==> src/rtl/arith_sched_if.sv <==
// rtl/arith_sched_if.sv - request/result handshake bundle for arith_sched
interface arith_sched_if;
  logic        req0_valid;
  logic        req0_ready;
  logic [39:0] req0_opnd;
  logic [1:0]  req0_mode;
  logic        req1_valid;
  logic        req1_ready;
  logic [39:0] req1_opnd;
  logic [1:0]  req1_mode;
  logic        res_valid;
  logic        res_ready;
  logic [15:0] res_data;
  logic        res_id;

  modport master (
    output req0_valid, req0_opnd, req0_mode,
    input  req0_ready,
    output req1_valid, req1_opnd, req1_mode,
    input  req1_ready,
    input  res_valid, res_data, res_id,
    output res_ready
  );

  modport slave (
    input  req0_valid, req0_opnd, req0_mode,
    output req0_ready,
    input  req1_valid, req1_opnd, req1_mode,
    output req1_ready,
    output res_valid, res_data, res_id,
    input  res_ready
  );
endinterface

==> src/rtl/arith_sched.sv <==
// rtl/arith_sched.sv - two-requester round-robin arithmetic unit with fixed latency
module arith_sched #(
  parameter int LAT = 2
) (
  input  logic         clk,
  input  logic         rst,
  arith_sched_if.slave bus,
  output logic         busy,
  output logic [7:0]   done_cnt
);

  typedef enum logic [1:0] {IDLE, CALC, OUT} state_t;

  state_t      state, state_nxt;
  logic        last;
  logic [3:0]  cnt;
  logic [39:0] op_q;
  logic [1:0]  mode_q;
  logic        id_q;
  logic        grant;
  logic        accept;
  logic        calc_done;
  logic        handoff;

  // All intermediates are deliberately truncated to 16 bits.
  function automatic logic [15:0] calc(input logic [39:0] op, input logic [1:0] md);
    logic [15:0] a, b, c, d, e, m1, m2, m3, m4;
    a  = {8'h00, op[39:32]};
    b  = {8'h00, op[31:24]};
    c  = {8'h00, op[23:16]};
    d  = {8'h00, op[15:8]};
    e  = {8'h00, op[7:0]};
    m1 = (a + b) * (c + d);
    m2 = a * c + b * d;
    m3 = ((a ^ b) + d) * (e & 16'h000F);
    m4 = (m1 + m2) ^ (m3 >> 2);
    case (md)
      2'd0:    calc = m1;
      2'd1:    calc = m2;
      2'd2:    calc = m3;
      default: calc = m4;
    endcase
  endfunction

  always_comb begin
    state_nxt      = state;
    bus.req0_ready = 1'b0;
    bus.req1_ready = 1'b0;
    accept         = 1'b0;
    calc_done      = 1'b0;
    handoff        = 1'b0;
    // On a tie the requester that was not served last wins.
    if (bus.req0_valid && bus.req1_valid) grant = ~last;
    else                                  grant = bus.req1_valid;
    case (state)
      IDLE: begin
        bus.req0_ready = !rst && bus.req0_valid && !grant;
        bus.req1_ready = !rst && bus.req1_valid && grant;
        accept         = bus.req0_ready || bus.req1_ready;
        if (accept) state_nxt = CALC;
      end
      CALC: begin
        if (cnt == 4'(LAT - 1)) begin
          calc_done = 1'b1;
          state_nxt = OUT;
        end
      end
      OUT: begin
        if (bus.res_valid && bus.res_ready) begin
          handoff   = 1'b1;
          state_nxt = IDLE;
        end
      end
      default: state_nxt = IDLE;
    endcase
  end

  always_ff @(posedge clk) begin
    if (rst) begin
      state         <= IDLE;
      last          <= 1'b1;
      cnt           <= 4'd0;
      op_q          <= 40'd0;
      mode_q        <= 2'd0;
      id_q          <= 1'b0;
      bus.res_valid <= 1'b0;
      bus.res_data  <= 16'd0;
      bus.res_id    <= 1'b0;
      done_cnt      <= 8'd0;
    end else begin
      state <= state_nxt;
      if (accept) begin
        op_q   <= grant ? bus.req1_opnd : bus.req0_opnd;
        mode_q <= grant ? bus.req1_mode : bus.req0_mode;
        id_q   <= grant;
        last   <= grant;
        cnt    <= 4'd0;
      end else if (state == CALC) begin
        cnt <= cnt + 4'd1;
      end
      if (calc_done) begin
        bus.res_valid <= 1'b1;
        bus.res_data  <= calc(op_q, mode_q);
        bus.res_id    <= id_q;
      end
      if (handoff) begin
        bus.res_valid <= 1'b0;
        done_cnt      <= done_cnt + 8'd1;
      end
    end
  end

  assign busy = (state != IDLE);

endmodule

==> src/flat_wrapper.sv <==
// flat-port wrapper written by rule: the top's interface ports become plain ports
module arith_sched_flat 
#(
  parameter int LAT = 2
)
  (clk, rst, busy, done_cnt, bus_req0_valid, bus_req0_opnd, bus_req0_mode, bus_req0_ready, bus_req1_valid, bus_req1_opnd, bus_req1_mode, bus_req1_ready, bus_res_valid, bus_res_data, bus_res_id, bus_res_ready);
  arith_sched_if bus_i ();
  input  logic clk;
  input  logic rst;
  output logic busy;
  output logic [7:0] done_cnt;
  input wire logic [$bits(bus_i.req0_valid)-1:0] bus_req0_valid;
  input wire logic [$bits(bus_i.req0_opnd)-1:0] bus_req0_opnd;
  input wire logic [$bits(bus_i.req0_mode)-1:0] bus_req0_mode;
  output wire logic [$bits(bus_i.req0_ready)-1:0] bus_req0_ready;
  input wire logic [$bits(bus_i.req1_valid)-1:0] bus_req1_valid;
  input wire logic [$bits(bus_i.req1_opnd)-1:0] bus_req1_opnd;
  input wire logic [$bits(bus_i.req1_mode)-1:0] bus_req1_mode;
  output wire logic [$bits(bus_i.req1_ready)-1:0] bus_req1_ready;
  output wire logic [$bits(bus_i.res_valid)-1:0] bus_res_valid;
  output wire logic [$bits(bus_i.res_data)-1:0] bus_res_data;
  output wire logic [$bits(bus_i.res_id)-1:0] bus_res_id;
  input wire logic [$bits(bus_i.res_ready)-1:0] bus_res_ready;
  assign bus_i.req0_valid = bus_req0_valid;
  assign bus_i.req0_opnd = bus_req0_opnd;
  assign bus_i.req0_mode = bus_req0_mode;
  assign bus_req0_ready = bus_i.req0_ready;
  assign bus_i.req1_valid = bus_req1_valid;
  assign bus_i.req1_opnd = bus_req1_opnd;
  assign bus_i.req1_mode = bus_req1_mode;
  assign bus_req1_ready = bus_i.req1_ready;
  assign bus_res_valid = bus_i.res_valid;
  assign bus_res_data = bus_i.res_data;
  assign bus_res_id = bus_i.res_id;
  assign bus_i.res_ready = bus_res_ready;
  arith_sched #(.LAT(LAT)) u_core (.clk(clk), .rst(rst), .bus(bus_i), .busy(busy), .done_cnt(done_cnt));
endmodule
==> config.mk <==
export PLATFORM = sky130hd
export DESIGN_NAME = arith_sched_flat
export DESIGN_NICKNAME = d
export VERILOG_FILES = /design/src/rtl/arith_sched_if.sv /design/src/rtl/arith_sched.sv /design/src/flat_wrapper.sv
export SDC_FILE = /design/constraint.sdc
export NUM_CORES = 1
export LEC_CHECK = 0
export CAP_MARGIN = 20
export CORE_ASPECT_RATIO = 2
export CORE_MARGIN = 2
export CORE_UTILIZATION = 45
export CTS_BUF_LIST = sky130_fd_sc_hd__clkbuf_8
export DETAILED_ROUTE_END_ITERATION = 8
export PLACE_DENSITY = 0.64
export SLEW_MARGIN = 20
export SYNTH_ARGS = -nofsm -noshare
export SYNTH_HDL_FRONTEND = slang
export SYNTH_SLANG_ARGS = --single-unit
==> constraint.sdc <==
create_clock -name clk -period 7.95 [get_ports clk]
set_input_delay 1.59 -clock clk [delete_from_list [all_inputs] [get_ports clk]]
set_output_delay 1.59 -clock clk [all_outputs]
set_load 0.01 [all_outputs]
==> impl_metrics.tcl <==
set metrics [dict create \
    synth_seq_cells 72 \
    area_growth_pct 15.0 \
    layout-drive-gt1-share_pct 7.97 \
    dp_hpwl_um 30000 \
    synth_warnings 0 \
    status "finished, final reports clean" \
    initial_core_util_pct 45.8 \
    grt_pass1_wl_um 56500 \
    worstSetupStartpointType "flip-flop" \
    grt_pass1_vias 11100 \
    crit_required_ns 8.25 \
    power_density_nw_per_um2 393 \
    yosys.area.top_type "fa_1" \
    place_area_sq_um 14300 \
    wl_per_cell_um 18.4 \
    remaining_drc_errors 0 \
    seqPwrFrac_pct 9.0 \
    drv_cap 0 \
    ir_worst_vdd_mv 0.374 \
    leakage_nw 7.23 \
    skew_ns 0.0235 \
    sw_frac_of_total_pct 51.9 \
    critPathSlowestCell "fa_1" \
    crit_top_cell "fa_1" \
    hp-class "flip-flop to flip-flop" \
    root_buffer "clkbuf_8" \
    clock-sinks 72 \
    coreArea_sq_um 27500 \
    p_comb_share_pct 84.4 \
    drt-initial-drc-count 475 \
    antenna_left 0 \
    final_cell_area_sq_um 14500 \
    p_int_mw 2.75 \
    cts_buffer_depth 2 \
    rsz0062_at_grt "no" \
    antenna_found_initial 0 \
    via_per_inst 5.38 \
    vias 10300 \
    relSlewSlack_pct 29.1 \
    final_max_slew_viol_count 0 \
    critPathCaptureType "flip-flop" \
    die_h_um 241 \
    grt_max_degree 68 \
    numCtsBuffers 9 \
    grt_overflow_total 0 \
    fin_crit_ns 7.46 \
    hold_viol_final 0 \
    finalPower_mw 5.70 \
    synthFlopType "dfxtp_1" \
    p_switching_mw 2.96 \
    io_pins 118 \
    slowest_delay_ns 0.51 \
    firstDrtPassIters 4 \
    synth_cell_type_count 60 \
    synth_area_sq_um 12600 \
    placement.io_buffers 109 \
    synthCells 1454 \
    fp.dieW_um 122 \
    ys_top_cells_by_count "inv_1 (242), fa_1 (163), ha_1 (153), nand2_1 (139), nor2_1 (123)" \
    syn_area_per_cell_sq_um 8.67 \
    fmax_mhz 134 \
    setup_viol 0 \
    crit_type "flip-flop to flip-flop" \
    syn-num-nets 1859 \
    async_flop_share_pct 0 \
    drt_wl_total_um 35300 \
    power_frac_clock_pct 6.6 \
    timing.final.crit_share_pct 93.8 \
    cts_tree "done" \
    grt_use_total_pct 25.5 \
    cp_data_arrival_time_ns 7.76 \
    synth_most_common_cell "inv_1" \
    place_congestion 0.924 \
    htree_levels 3 \
    worst-path-max-fanout 10 \
    synth_top_area_share_pct 25.9 \
    cts.clk_slew.worst_paths_ns 0.10 \
    setup_tns_ns 0 \
    synth-edff-count 0 \
    clk-insertion-delay-late_ns 0.41 \
    synthTopCellsByArea "fa_1 (26%), ha_1 (15%), dfxtp_1 (11%)" \
    layout.nets 1969 \
    dieArea_sq_um 29500 \
    rows 86 \
    yosysSeqAreaShare_pct 11.4 \
    worst_pin_slew_ns 1.06 \
]
==> power by group through the flow <==
stage / clock network [mW] / logic, mW / registers (mW)
floorplan: 0 / 3.47 / 0.478
global route: 0.392 / 5.39 / 0.522
global placement: 0 / 4.70 / 0.518
CTS: 0.381 / 4.85 / 0.512
detailed placement: 0 / 4.82 / 0.520
finish: 0.375 / 4.81 / 0.514
==> worst max-delay path, delay by kind of cell (launching register included) <==
family / cells / cell delay (ns)
DFF: 1 / 0.46
and+or+nand+nor: 3 / 0.64
AOI/OAI and AO/OA: 12 / 2.21
adders and majority gates: 8 / 3.35
buffers and inverters: 4 / 0.31
xor gates and xnor gates: 3 / 0.37
==> registers in the layout (all words and copies together) (netlist names) <==
| register | cells |
|---|---|
| u_core.last | 1 |
| u_core.op_q | 36 |
| u_core.done_cnt | 8 |
| u_core.mode_q | 2 |
| u_core.bus.res_data | 16 |
| u_core.id_q | 1 |
| u_core.bus.res_valid | 1 |
| u_core.cnt | 4 |
| u_core.state | 2 |
| u_core.bus.res_id | 1 |
==> repair_timing <==
item | CTS | global route
hold buffers | 0 | 0
endpoints found under the setup margin | 0 | 1
setup buffers | 0 | 0
gates resized for setup | 0 | 1
==> area by class of cell <==
cell class	instances	area (sq um)
clock inverters	7	119
clock buffers	9	124
flip-flops and latches	72	1440
fillers	2679	13000
well taps	352	440
inverters	243	912
multi-input cells	1092	10100
diodes	1	2.50
repair buffers	146	1370
==> layout by cell type (no fill, tap or decap), types with 3 or more instances in the layout <==
cell type        synthesis  final
a211oi_1                 9      9
a21o_1                  19     19
a21oi_1                 50     50
a31o_2                  40     40
a31oi_1                 11     11
and2_1                  90     90
and3_1                   6      6
buf_4                    0     37
bufinv_16                0      3
clkbuf_8                 0      9
clkdlybuf4s50_1          0    109
dfxtp_1                 72     72
fa_1                   163    163
ha_1                   153    153
inv_1                  242    243
mux2i_1                 39     39
mux4_2                   9      9
nand2_1                139    139
nand2b_1                20     20
nand3_1                  8      8
nand4_1                  5      5
nor2_1                 123    123
nor2b_1                  7      7
nor3_1                  15     15
o21a_1                   7      7
o21ai_0                 29     28
o21bai_1                10     10
or2_2                   11     11
xnor2_1                 59     59
xor2_1                  31     31
==> layer usage <==
layer	up-vias	GRT usage, %	routed length, um
met5	-	0	0
met4	0	21.5	3380
met3	115	2.13	1020
met2	291	47.4	18900
met1	5059	24.9	12000
li1	4883	-	-
==> through the flow <==
step / setup slack (ns) / hold WS (ns) / util [%] / instances
2_1_floorplan: 1.25 / 0.432 / - / 1454
3_3_place_gp: 0.581 / 0.442 / 51.8 / 1905
3_5_place_dp: 0.543 / 0.447 / 51.8 / 1905
4_1_cts: 0.469 / 0.459 / 52.6 / 1921
5_1_grt: 0.0307 / 0.476 / 52.6 / 1921
6_report: 0.493 / 0.455 / 52.7 / 1922
==> path summary, 6_finish.rpt <==
kind,start,end,slack (ns),cells past startpoint
hold / removal,u_core.bus.res_id,u_core.bus.res_id,0.45,2
setup reg to reg,u_core.op_q[24],u_core.bus.res_data[15],0.49,30
setup / recovery,u_core.op_q[24],u_core.bus.res_data[15],0.49,30
hold reg to reg,u_core.bus.res_id,u_core.bus.res_id,0.45,2
==> cell families after synthesis <==
| logic type | after synthesis | share of synthesized area (%) |
|---|---|---|
| XOR/XNOR | 94 | 6.91 |
| flip-flops | 72 | 11.4 |
| multiplexers | 50 | 4.88 |
| AO/OA/AOI/OAI | 196 | 10.7 |
| AND/OR/NAND/NOR | 436 | 16.4 |
| adder cells (fa/ha/maj) | 316 | 41.1 |
| buffers and inverters | 290 | 8.66 |
(Power assumes the default switching activity.)
